[config.mk]
export PLATFORM = sky130hd
export DESIGN_NAME = mem_port_arbiter
export DESIGN_NICKNAME = d
export VERILOG_FILES = /design/src/rtl/mem_port_arbiter.sv
export SDC_FILE = /design/constraint.sdc
export NUM_CORES = 1
export LEC_CHECK = 0
export ABC_AREA = 1
export CAP_MARGIN = 40
export CORE_ASPECT_RATIO = 1.75
export CORE_MARGIN = 2
export CORE_UTILIZATION = 65
export CTS_CLUSTER_DIAMETER = 100
export DETAILED_ROUTE_END_ITERATION = 10
export DONT_BUFFER_PORTS = 1
export PLACE_DENSITY = 0.83
export SYNTH_ARGS = -nofsm -noshare
export SYNTH_HDL_FRONTEND = slang
export SYNTH_SLANG_ARGS = --single-unit
[constraint.sdc]
create_clock -name clk -period 2.41 [get_ports clk]
set_clock_uncertainty 0.1 [all_clocks]
set_input_delay 0.6025 -clock clk [delete_from_list [all_inputs] [get_ports clk]]
set_output_delay 0.6025 -clock clk [all_outputs]
set_load 0.02 [all_outputs]
[src/rtl/mem_port_arbiter.sv]
// Round-robin arbiter/sequencer sharing one memory port between instruction fetch (0) and LSU (1).
// Optional wait-state watchdog enabled by defining ARB_TIMEOUT_EN.
//
// state | meaning
// ------+-----------------------------------------------
// IDLE  | port free; arbitrate eligible requests
// BUSY0 | access owned by requester 0, awaiting mem_ready
// BUSY1 | access owned by requester 1, awaiting mem_ready
module mem_port_arbiter #(
    parameter int WIDTH   = 16,
    parameter int TIMEOUT = 15
) (
    input  logic             clk,
    input  logic             rst,
    input  logic             req0,
    input  logic             req1,
    input  logic [WIDTH-1:0] addr0,
    input  logic [WIDTH-1:0] addr1,
    input  logic [WIDTH-1:0] wdata0,
    input  logic [WIDTH-1:0] wdata1,
    input  logic             we0,
    input  logic             we1,
    output logic             done0,
    output logic             done1,
    output logic [WIDTH-1:0] rdata0,
    output logic [WIDTH-1:0] rdata1,
    output logic             err,
    output logic             sel,
    output logic             mem_en,
    output logic             mem_we,
    output logic [WIDTH-1:0] mem_addr,
    output logic [WIDTH-1:0] mem_wdata,
    input  logic [WIDTH-1:0] mem_rdata,
    input  logic             mem_ready
);

    typedef enum logic [1:0] {
        IDLE  = 2'd0,
        BUSY0 = 2'd1,
        BUSY1 = 2'd2
    } state_t;

    state_t           state_q, state_d;
    logic             last_q, last_d;
    logic             sel_q, sel_d;
    logic             mem_en_q, mem_en_d;
    logic             mem_we_q, mem_we_d;
    logic [WIDTH-1:0] mem_addr_q, mem_addr_d;
    logic [WIDTH-1:0] mem_wdata_q, mem_wdata_d;
    logic             done0_q, done0_d;
    logic             done1_q, done1_d;
    logic [WIDTH-1:0] rdata0_q, rdata0_d;
    logic [WIDTH-1:0] rdata1_q, rdata1_d;
    logic             err_q, err_d;

    logic elig0;
    logic elig1;
    logic grant_sel;
    logic timeout_hit;

    // A requester whose done is pulsing this cycle is still holding req; do not treat it as new.
    assign elig0     = req0 & ~done0_q;
    assign elig1     = req1 & ~done1_q;
    assign grant_sel = (elig0 & elig1) ? ~last_q : elig1;

`ifdef ARB_TIMEOUT_EN
    localparam int CW = $clog2(TIMEOUT + 1);

    logic [CW-1:0] wcnt_q, wcnt_d;

    assign timeout_hit = (state_q != IDLE) && (wcnt_q == CW'(TIMEOUT));

    always_comb begin
        wcnt_d = wcnt_q;
        if (state_q == IDLE) begin
            wcnt_d = '0;
        end else if (!mem_ready && !timeout_hit) begin
            wcnt_d = wcnt_q + 1'b1;
        end
    end

    always_ff @(posedge clk) begin
        if (rst) begin
            wcnt_q <= '0;
        end else begin
            wcnt_q <= wcnt_d;
        end
    end
`else
    // Watchdog absent: BUSY waits for mem_ready indefinitely.
    assign timeout_hit = (TIMEOUT < 0);
`endif

    always_comb begin
        state_d     = state_q;
        last_d      = last_q;
        sel_d       = sel_q;
        mem_en_d    = mem_en_q;
        mem_we_d    = mem_we_q;
        mem_addr_d  = mem_addr_q;
        mem_wdata_d = mem_wdata_q;
        done0_d     = 1'b0;
        done1_d     = 1'b0;
        err_d       = 1'b0;
        rdata0_d    = rdata0_q;
        rdata1_d    = rdata1_q;

        case (state_q)
            IDLE: begin
                mem_en_d = 1'b0;
                if (elig0 || elig1) begin
                    sel_d       = grant_sel;
                    mem_en_d    = 1'b1;
                    mem_we_d    = grant_sel ? we1 : we0;
                    mem_addr_d  = grant_sel ? addr1 : addr0;
                    mem_wdata_d = grant_sel ? wdata1 : wdata0;
                    state_d     = grant_sel ? BUSY1 : BUSY0;
                end
            end

            BUSY0: begin
                if (mem_ready || timeout_hit) begin
                    state_d  = IDLE;
                    last_d   = 1'b0;
                    mem_en_d = 1'b0;
                    mem_we_d = 1'b0;
                    done0_d  = 1'b1;
                    err_d    = ~mem_ready;
                    if (mem_ready) begin
                        rdata0_d = mem_rdata;
                    end
                end
            end

            BUSY1: begin
                if (mem_ready || timeout_hit) begin
                    state_d  = IDLE;
                    last_d   = 1'b1;
                    mem_en_d = 1'b0;
                    mem_we_d = 1'b0;
                    done1_d  = 1'b1;
                    err_d    = ~mem_ready;
                    if (mem_ready) begin
                        rdata1_d = mem_rdata;
                    end
                end
            end

            default: begin
                state_d  = IDLE;
                mem_en_d = 1'b0;
                mem_we_d = 1'b0;
            end
        endcase
    end

    // Reset mid-transaction simply abandons the access: no done, strobe drops.
    always_ff @(posedge clk) begin
        if (rst) begin
            state_q     <= IDLE;
            last_q      <= 1'b1;
            sel_q       <= 1'b0;
            mem_en_q    <= 1'b0;
            mem_we_q    <= 1'b0;
            mem_addr_q  <= '0;
            mem_wdata_q <= '0;
            done0_q     <= 1'b0;
            done1_q     <= 1'b0;
            rdata0_q    <= '0;
            rdata1_q    <= '0;
            err_q       <= 1'b0;
        end else begin
            state_q     <= state_d;
            last_q      <= last_d;
            sel_q       <= sel_d;
            mem_en_q    <= mem_en_d;
            mem_we_q    <= mem_we_d;
            mem_addr_q  <= mem_addr_d;
            mem_wdata_q <= mem_wdata_d;
            done0_q     <= done0_d;
            done1_q     <= done1_d;
            rdata0_q    <= rdata0_d;
            rdata1_q    <= rdata1_d;
            err_q       <= err_d;
        end
    end

    assign sel       = sel_q;
    assign mem_en    = mem_en_q;
    assign mem_we    = mem_we_q;
    assign mem_addr  = mem_addr_q;
    assign mem_wdata = mem_wdata_q;
    assign done0     = done0_q;
    assign done1     = done1_q;
    assign rdata0    = rdata0_q;
    assign rdata1    = rdata1_q;
    assign err       = err_q;

endmodule

==> out/results.tsv <==
metric	value	unit
Syn Std Cell Area	0.00319	sq mm
largest net degree at the start of global routing	65	
H-tree lvl count	3	
first-pass GRT wire length	10900	um
Root Buffer	clkbuf_8	
post-synthesis net count	533	
Ys Warns	0	
Core Area	0.00471	sq mm
Synth Instances	443	
RSZ-0062 raised after global routing	no	
critical path required time	2550	ps
Setup Crit Path Kind	reg -> reg	
TritonCTS clock tree	built	
WP data arrival	1880	ps
initial drt markers	166	
Die Area	0.00550	sq mm
Synth area leader	dfxtp_1	
run status	finished clean	
# clock sinks	73	
Max Cap Viol	0	
postcts setup bufs	0	
n_diodes	0	
vias in the first global route	2512	
Synth cell types	25	
Yosys reg bits	73	
final cycle utilization of the critical path	72.1	%
Pleak	1.68	nW
setup total negative slack	0	ps
Starting Density	67.7	%
top-area cell type share of the netlist area	45.8	%
worst skew pair latency	340	ps
Final min period	1740	ps
cts hold-fix bufs	0	
# DRC	0	
FF-to-FF setup slack	670	ps
filler instances	399	
Int Pwr	2.08	mW
sequential power share	51.2	%
via count	2635	
nets	524	
antenna violations before repair	0	
synth top area cells	dfxtp_1 46%, nand2_1 14%, nor2_1 6.8%	
Placer Congestion	0.835	
area delta synth->final	3.89	%
Die X	56.9	um
GRT overflow	0	
sequential share of the synthesized area	45.8	%
Clock power frac	33.9	%
Gate power share	14.9	%
Worst setup EP type	register	
DP Wirelength	4880	um
Worst-path clk slew	70	ps
Vias/cell	5.37	
Switching Share	32.3	%
# IOs	157	
antenna viol nets, final	0	
Max Clk Rate	576	MHz
CTS-repair resized insts	0	
Routed Wire Length	6870	um
Worst Hold Class	in -> reg	
Chip Height	96.6	um
DRT Pass-1 Iters	4	
CP startpoint kind	register	
Post-Syn Area per Cell	7.20	sq um
PD cells	926	mW/mm^2
Finish-stage setup viols	0	
CP Max Fanout	35	
layout cells sized above 1	11.8	%
final core utilization	70.4	%
Num CTS Buffers	9	
Routed WL per cell	14.0	um
row count	33	
maximum vdd drop	0.745	mV
Fin. Hold Viols	0	
Max Slew Vio Count	0	
Max Root-Sink Buffers	2	
# port buffers	0	
gr usage total	25.1	%
sw power	0.992	mW
==> power by group through the flow <==
stage	clock network (mW)	logic [mW]	registers [mW]
after floorplan	0	0.458	1.58
after global placement	0	0.439	1.60
after detailed placement	0	0.459	1.60
after CTS	1.07	0.461	1.57
after global routing	1.11	0.536	1.59
final	1.04	0.456	1.57
==> synth_stat cells <==
cell type    n
nand2_1    120
dfxtp_1     73
nor2_1      58
inv_1       50
nand3_1     33
nor2_2      21
a21oi_1     15
o21ai_0     15
o21ai_1     12
buf_2        7
a22o_1       6
buf_4        6
inv_2        6
buf_6        5
ha_1         3
nand2_2      3
nand2_4      2
buf_12       1
clkbuf_1     1
conb_1       1
inv_4        1
inv_8        1
nand3_2      1
nand3b_1     1
nor2_4       1
==> sequential cells by signal, summed over array words and instances (netlist names) <==
| signal | cells |
|---|---|
| done0 | 1 |
| done1 | 1 |
| err | 1 |
| last_q | 1 |
| mem_addr | 16 |
| mem_en | 1 |
| mem_wdata | 16 |
| mem_we | 1 |
| rdata0 | 16 |
| rdata1 | 16 |
| sel | 1 |
| state_q | 2 |
==> layout by cell type, fill, tap and decap left out, types with 2 or more instances in the layout <==
| cell type | synthesis | layout |
|---|---|---|
| nand2_1 | 120 | 120 |
| dfxtp_1 | 73 | 73 |
| nor2_1 | 58 | 58 |
| inv_1 | 50 | 50 |
| nand3_1 | 33 | 33 |
| nor2_2 | 21 | 21 |
| a21oi_1 | 15 | 15 |
| o21ai_0 | 15 | 15 |
| o21ai_1 | 12 | 12 |
| clkbuf_8 | 0 | 9 |
| inv_2 | 6 | 6 |
| a22o_1 | 6 | 6 |
| nand2_2 | 3 | 3 |
| ha_1 | 3 | 3 |
| nand2_4 | 2 | 2 |
| bufinv_16 | 0 | 2 |
| clkinv_4 | 0 | 2 |
| clkinv_2 | 0 | 2 |
==> critical path, cell delays in order, from the launching register on <==
cell	delay [ps]
dfxtp_1	460
inv_1	90
nand2_2	90
inv_2	50
nand2_4	290
inv_4	230
nand2_1	100
nand3_1	80
nand2_1	100
inv_1	40
==> path summary, 6_finish.rpt <==
check	cells after the start	to	startpoint
setup / recovery	9	mem_wdata[9]$_SDFFE_PP0P_	done1$_SDFF_PP0_
hold / removal	1	done0$_SDFF_PP0_	rst
setup reg to reg	9	mem_wdata[9]$_SDFFE_PP0P_	done1$_SDFF_PP0_
hold reg to reg	2	state_q[0]$_SDFFE_PP0P_	state_q[0]$_SDFFE_PP0P_
==> stage by stage <==
| stage | total power [mW] | std cells | setup slack (ps) | hold slack [ps] | area (sq um) |
|---|---|---|---|---|---|
| 2_1_floorplan | 2.03 | 443 | 991 | 344 | 3190 |
| 3_3_place_gp | 2.04 | 475 | 641 | 359 | 3090 |
| 3_5_place_dp | 2.06 | 475 | 623 | 369 | 3090 |
| 4_1_cts | 3.10 | 491 | 649 | 199 | 3310 |
| 5_1_grt | 3.23 | 491 | 469 | 195 | 3310 |
| 6_report | 3.07 | 491 | 673 | 224 | 3310 |
==> area by class of cell <==
cell class	instances	area (sq um)	share of cell area (%)
Multi-Input combinational cell	292	1340	40.4
Inverter	58	228	6.88
Clock buffer	9	124	3.74
Clock inverter	7	95.1	2.87
Tap cell	52	65.1	1.96
Sequential cell	73	1460	44.1
==> per-layer routing <==
layer | part of all wire [%] | track usage (%)
met1 | 35 | 24.1
met2 | 53 | 43.7
met3 | 10 | 10.4
met4 | 2.2 | 13.8
met5 | 0 | 0
==> logic make-up after synthesis <==
kind of cell | share of synthesized area, %
AOI/OAI and AO/OA | 8.24
other | 0.118
DFF | 45.8
adders and majority gates | 1.18
buffers and inverters | 12.2
and+or+nand+nor | 32.5
Power figures use the tool's default switching activity.
